==> src/rtl/uart_rx_os16.sv <==
// 8-bit UART receiver: 2-flop synchronizer, 16x oversampling, 2-of-3 majority bit decisions.
// Optional macro UART_RX_PARITY_EN adds a parity bit (sense set by PARITY_ODD) before the stop bit.
module uart_rx_os16 #(
    parameter int CLOCK_RATE = 12000000,
    parameter int BAUD_RATE  = 9600,
    parameter int OVERSAMPLE = 16,
    parameter int PARITY_ODD = 0
) (
    input  logic       clk,
    input  logic       reset,
    input  logic       rxEn,
    input  logic       rxIn,
    output logic       rxBusy,
    output logic       rxDone,
    output logic       rxErr,
    output logic [7:0] rxOut
);

    localparam int DIV = CLOCK_RATE / (BAUD_RATE * OVERSAMPLE);
    localparam int TCW = (DIV > 1) ? $clog2(DIV) : 1;
    localparam int SCW = $clog2(OVERSAMPLE);
    localparam logic [TCW-1:0] TICK_LAST = TCW'(DIV - 1);
    localparam logic [SCW-1:0] SAMP_LO   = SCW'(OVERSAMPLE / 2 - 1);
    localparam logic [SCW-1:0] SAMP_HI   = SCW'(OVERSAMPLE / 2 + 1);
    localparam logic [SCW-1:0] SAMP_LAST = SCW'(OVERSAMPLE - 1);

    typedef enum logic [2:0] {
        S_IDLE, S_START, S_DATA, S_PARITY, S_STOP, S_WAIT
    } state_t;

    function automatic logic maj3(input logic [2:0] v);
        return (v[0] & v[1]) | (v[0] & v[2]) | (v[1] & v[2]);
    endfunction

    state_t           state_q, state_d;
    logic             sync1_q, sync2_q;
    logic [TCW-1:0]   tick_q, tick_d;
    logic [SCW-1:0]   samp_q, samp_d;
    logic [2:0]       vote_q, vote_d;
    logic [2:0]       bit_q, bit_d;
    logic [7:0]       shift_q, shift_d;
    logic [7:0]       out_q, out_d;
    logic             busy_q, done_q, done_d, err_q, err_d;
    logic             tick_s, sample_s, bit_end_s, maj_s, par_fault_s;
    logic [2:0]       vote_next_s;

`ifdef UART_RX_PARITY_EN
    logic             par_q, par_d;
    assign par_fault_s = ((^shift_q) ^ par_q) != PARITY_ODD[0];
`else
    assign par_fault_s = 1'b0;
`endif

    assign tick_s      = (tick_q == TICK_LAST);
    assign sample_s    = tick_s && (samp_q >= SAMP_LO) && (samp_q <= SAMP_HI);
    assign bit_end_s   = tick_s && (samp_q == SAMP_LAST);
    // Majority includes the sample taken this cycle so the early false-start check sees all three
    assign vote_next_s = sample_s ? {vote_q[1:0], sync2_q} : vote_q;
    assign maj_s       = maj3(vote_next_s);

    // Next-state, datapath and strobe logic
    always_comb begin
        state_d = state_q;
        vote_d  = vote_next_s;
        bit_d   = bit_q;
        shift_d = shift_q;
        out_d   = out_q;
        done_d  = 1'b0;
        err_d   = 1'b0;
`ifdef UART_RX_PARITY_EN
        par_d   = par_q;
`endif
        if (state_q == S_IDLE) begin
            tick_d = {TCW{1'b0}};
            samp_d = {SCW{1'b0}};
        end else if (tick_s) begin
            tick_d = {TCW{1'b0}};
            samp_d = (samp_q == SAMP_LAST) ? {SCW{1'b0}} : samp_q + {{(SCW-1){1'b0}}, 1'b1};
        end else begin
            tick_d = tick_q + {{(TCW-1){1'b0}}, 1'b1};
            samp_d = samp_q;
        end

        if ((state_q != S_IDLE) && !rxEn) begin
            state_d = S_IDLE;
        end else begin
            case (state_q)
                S_IDLE: begin
                    if (rxEn && !sync2_q) begin
                        state_d = S_START;
                        bit_d   = 3'd0;
                    end else begin
                        state_d = S_IDLE;
                    end
                end
                S_START: begin
                    if (sample_s && (samp_q == SAMP_HI) && maj_s) begin
                        state_d = S_IDLE;
                    end else if (bit_end_s) begin
                        state_d = S_DATA;
                    end else begin
                        state_d = S_START;
                    end
                end
                S_DATA: begin
                    if (bit_end_s) begin
                        shift_d = {maj_s, shift_q[7:1]};
                        bit_d   = bit_q + 3'd1;
`ifdef UART_RX_PARITY_EN
                        state_d = (bit_q == 3'd7) ? S_PARITY : S_DATA;
`else
                        state_d = (bit_q == 3'd7) ? S_STOP : S_DATA;
`endif
                    end else begin
                        state_d = S_DATA;
                    end
                end
`ifdef UART_RX_PARITY_EN
                S_PARITY: begin
                    if (bit_end_s) begin
                        par_d   = maj_s;
                        state_d = S_STOP;
                    end else begin
                        state_d = S_PARITY;
                    end
                end
`endif
                S_STOP: begin
                    if (!bit_end_s) begin
                        state_d = S_STOP;
                    end else if (!maj_s) begin
                        err_d   = 1'b1;
                        state_d = S_WAIT;
                    end else if (par_fault_s) begin
                        err_d   = 1'b1;
                        state_d = S_IDLE;
                    end else begin
                        out_d   = shift_q;
                        done_d  = 1'b1;
                        state_d = S_IDLE;
                    end
                end
                S_WAIT: begin
                    if (sync2_q) begin
                        state_d = S_IDLE;
                    end else begin
                        state_d = S_WAIT;
                    end
                end
                default: state_d = S_IDLE;
            endcase
        end
    end

    // State, synchronizer and registered outputs
    always_ff @(posedge clk or posedge reset) begin
        if (reset) begin
            state_q <= S_IDLE;
            sync1_q <= 1'b1;
            sync2_q <= 1'b1;
            tick_q  <= {TCW{1'b0}};
            samp_q  <= {SCW{1'b0}};
            vote_q  <= 3'b000;
            bit_q   <= 3'd0;
            shift_q <= 8'h00;
            out_q   <= 8'h00;
            busy_q  <= 1'b0;
            done_q  <= 1'b0;
            err_q   <= 1'b0;
`ifdef UART_RX_PARITY_EN
            par_q   <= 1'b0;
`endif
        end else begin
            state_q <= state_d;
            sync1_q <= rxIn;
            sync2_q <= sync1_q;
            tick_q  <= tick_d;
            samp_q  <= samp_d;
            vote_q  <= vote_d;
            bit_q   <= bit_d;
            shift_q <= shift_d;
            out_q   <= out_d;
            busy_q  <= (state_d != S_IDLE);
            done_q  <= done_d;
            err_q   <= err_d;
`ifdef UART_RX_PARITY_EN
            par_q   <= par_d;
`endif
        end
    end

    assign rxBusy = busy_q;
    assign rxDone = done_q;
    assign rxErr  = err_q;
    assign rxOut  = out_q;

endmodule

==> config.mk <==
export PLATFORM = sky130hd
export DESIGN_NAME = uart_rx_os16
export DESIGN_NICKNAME = d
export VERILOG_FILES = /design/src/rtl/uart_rx_os16.sv
export SDC_FILE = /design/constraint.sdc
export NUM_CORES = 1
export LEC_CHECK = 0
export CAP_MARGIN = 20
export CORE_ASPECT_RATIO = 1.4
export CORE_UTILIZATION = 45
export DETAILED_ROUTE_END_ITERATION = 6
export SLEW_MARGIN = 15
export SYNTH_ARGS = -nofsm -noshare
export SYNTH_HDL_FRONTEND = slang
export SYNTH_SLANG_ARGS = --single-unit
==> constraint.sdc <==
create_clock -name clk -period 2.5 [get_ports clk]
set_input_delay 0.5 -clock clk [delete_from_list [all_inputs] [get_ports clk]]
set_output_delay 0.5 -clock clk [all_outputs]
set_load 0.05 [all_outputs]
==> run_results.csv <==
group,metric,value,unit
critical_path,cp_num_buf_inv,0,
routing,top_layer,"met4",
floorplanning,core,4240,sq um
placement,io_buffers,14,
pwr,combPwrFrac,16.8,%
synth,yosys.cell_types.count,40,
global_routing,grt_first_pass_wirelength,6.11,mm
synth,ys_async_sr_fraction,100,%
routing,drt_wl_total,3.54,mm
routing,vias,1353,
timing,fin_setup_tns,0,ps
timing,fin_crit,2200,ps
pwr,p_leak,1.06,nW
cells_and_area,areaGrowthSynthToFinish,15.8,%
routing,drt-met1-wl,1.55,mm
pwr,power_density,653,nW/um^2
clocking,clkTransAtPathRegs,80,ps
synth,synth_top_flop_cell,"dfrtp_1",
timing,period_share,87.9,%
global_routing,antenna_found_initial,0,
cells_and_area,drive_gt1_share,21.1,%
floorplanning,row_count,28,
clocking,cts_tree,"yes",
clocking,clock_sinks,41,
pwr,p_int,0.00109,W
critical_path,cp_cell_sequence,"ha_1 -> nand2_1 -> o22ai_1 -> a32o_1 -> o22ai_4 -> nor2_8 -> mux2_4",
timing,finalHoldViolCount,0,
cells_and_area,n_antenna_cell,0,
critical_path,arrival,2380,ps
synth,yosysTopAreaCell,"dfrtp_1",
synth,synth.area.top_cells,"dfrtp_1, mux2_4, mux2_2, ha_1, nor2_1",
routing,met2_length,1.78,mm
cells_and_area,stdcell_count,254,
critical_path,cp_slowest_cell,"dfrtp_1",
clocking,ctsHoldBuffers,0,
timing,slew_viol_final,0,
placement,gp_congestion,0.956,
clocking,worstSkewPairLatency,300,ps
synth,synth_seq_cells,41,
synth,syn_area_per_cell,11.5,sq um
cells_and_area,nets,205,
pwr,p_switching,0.000424,W
critical_path,cp-end-kind,"flip-flop",
pwr,clkPwrFrac,34.1,%
timing,grt_setup_unrepaired,"no",
routing,post_drt_wl_per_cell,13.9,um
placement,placed_area,2210,sq um
pwr,p_sw_share,28.1,%
synth,syn_area,2000,sq um
critical_path,critPathMaxStageDelay,440,ps
synth,synth_nets,185,
clocking,htreeDepth,2,
global_routing,track_usage,17.3,%
routing,drtIter0Drc,71,
timing,fin_worst_skew,9.77,ps
clocking,post_cts_buffers,0,
timing,maxSlewHeadroom,66.2,%
placement,dp_hpwl,2.52,mm
synth,syn_inst,174,
placement,place_inst,247,
synth,synth_warnings,0,
hold_path,hold_class,"flip-flop to flip-flop",
clocking,cts_made_buffers,5,
critical_path,cp-start-kind,"flip-flop",
synth,ys_seq_area_share,51.5,%
synth,yosysTopAreaCellShare,48.9,%
floorplanning,initial_core_util,47.1,%
floorplanning,die_w,58.3,um
routing,dr.pass1.iters,4,
global_routing,grt_max_degree,42,
clocking,cts_root_buf,"clkbuf_8",
floorplanning,dieArea,4710,sq um
floorplanning,io_pins,15,
timing,max_freq,455,MHz
timing,worst_pin_slew,508,ps
clocking,cts_resized,0,
cells_and_area,stdcell_area,2310,sq um
run_status,status,"finished clean",
routing,route.detailed.drc,0,
pwr,seq_power_share,49.1,%
critical_path,path_class,"flip-flop to flip-flop",
routing,vias_per_cell,5.33,
routing,dr_wl_met3,93,um
critical_path,path_delay_family,"compound AO/OA/AOI/OAI gates",
critical_path,cp.required,2680,ps
synth,synth_edf_count,0,
floorplanning,die_y,80.8,um
pwr,irDropWorstVdd,0.000365,V
critical_path,crit_fanout,8,
flow_run,cap_violations,0,
global_routing,grt_pass1_vias,1351,
clocking,clockBufferDepth,2,
timing,setup_viol,0,
routing,ant_nets,0,
global_routing,overflow,0,
==> kinds of logic after synthesis <==
logic type      Yosys count  share of synthesized area, %
mux                      19                          12.4
buf+inv                  16                          3.57
simple gates             53                          13.8
compound gates           32                          11.7
flops                    41                          51.5
fa+ha+maj                 7                          4.39
xor+xnor                  6                          2.63
==> worst register-to-register path: stages (launching register included) <==
cell     delay [ps]
dfrtp_1         440
ha_1            300
nand2_1          80
o22ai_1         320
a32o_1          270
o22ai_4         110
nor2_8          240
mux2_4          320
==> power groups by stage <==
stage / Clock (W) / Sequential, W / Combinational, W
after CTS: 0.000534 / 0.000742 / 0.000256
after floorplan: 0 / 0.000776 / 0.000155
after global routing: 0.000549 / 0.000748 / 0.000288
after detailed placement: 0 / 0.000755 / 0.000253
after global placement: 0 / 0.000754 / 0.000254
final: 0.000514 / 0.000741 / 0.000253
==> cells in the mapped netlist, drive strengths merged (2+ instances only) <==
master	n
o21ai	8
xor2	5
a41oi	2
inv	12
a21oi	8
nand2	15
and3	2
nor2	16
buf	2
clkbuf	2
ha	7
o22ai	2
dfrtp	39
dfstp	2
o211ai	2
a31o	2
nand4	5
nand3	4
mux2	18
nor3	5
a211oi	3
==> cell type report <==
class	instances	area [sq um]
clock buffers	5	68.8
clock inverters	2	35.0
fillers	371	1930
inverters	12	45.0
multi-input cells	117	896
flip-flops and latches	41	1030
well taps	60	75.1
repair buffers	17	163
==> layout by cell type, fill, tap and decap left out, types with 2 or more instances in the layout <==
master	count
and3_1	2
buf_4	3
mux2_4	9
dfstp_2	2
mux2_2	9
nor3_1	4
clkdlybuf4s50_1	14
ha_1	7
clkbuf_8	5
a21oi_1	8
o21ai_0	8
dfrtp_1	39
o211ai_1	2
a211oi_1	3
a41oi_1	2
inv_1	12
a31o_2	2
nor2_1	15
nand3_1	4
nand4_1	5
nand2_1	14
xor2_1	5
==> final timing paths <==
kind / from / endpoint / slack, ps / cells after the start
max reg2reg: samp_q[0]$_DFFE_PP0P_ / rxOut[4]$_DFFE_PP0P_ / 300 / 7
min in group asynchronous: reset / shift_q[6]$_DFFE_PP0P_ / 630 / 3
max in group asynchronous: reset / sync2_q$_DFF_PP1_ / 1500 / 3
min: sync1_q$_DFF_PP1_ / sync2_q$_DFF_PP1_ / 360 / 0
min reg2reg: sync1_q$_DFF_PP1_ / sync2_q$_DFF_PP1_ / 360 / 0
max: samp_q[0]$_DFFE_PP0P_ / rxOut[4]$_DFFE_PP0P_ / 300 / 7
==> flip-flops by register name, indices dropped and copies added (netlist names), 3 cells and up <==
register  cells
vote_q        3
rxOut         8
state_q       3
bit_q         3
samp_q        4
tick_q        7
shift_q       8
==> through the flow <==
step	total power [W]	worst slack [ps]	hold slack (ps)	util [%]
2_1_floorplan	0.000931	529	345	-
5_1_grt	0.00159	176	366	54.5
4_1_cts	0.00153	310	359	54.5
3_3_place_gp	0.00101	402	347	52.1
3_5_place_dp	0.00101	322	349	52.1
6_report	0.00151	302	357	54.5
==> metal layers <==
metal	vias up	GRT usage, %
met5	-	0
met4	0	9.29
met3	12	3.82
met2	23	28.4
met1	666	21.1
li1	652	-
Note: power is estimated with default switching activity, not from simulation.
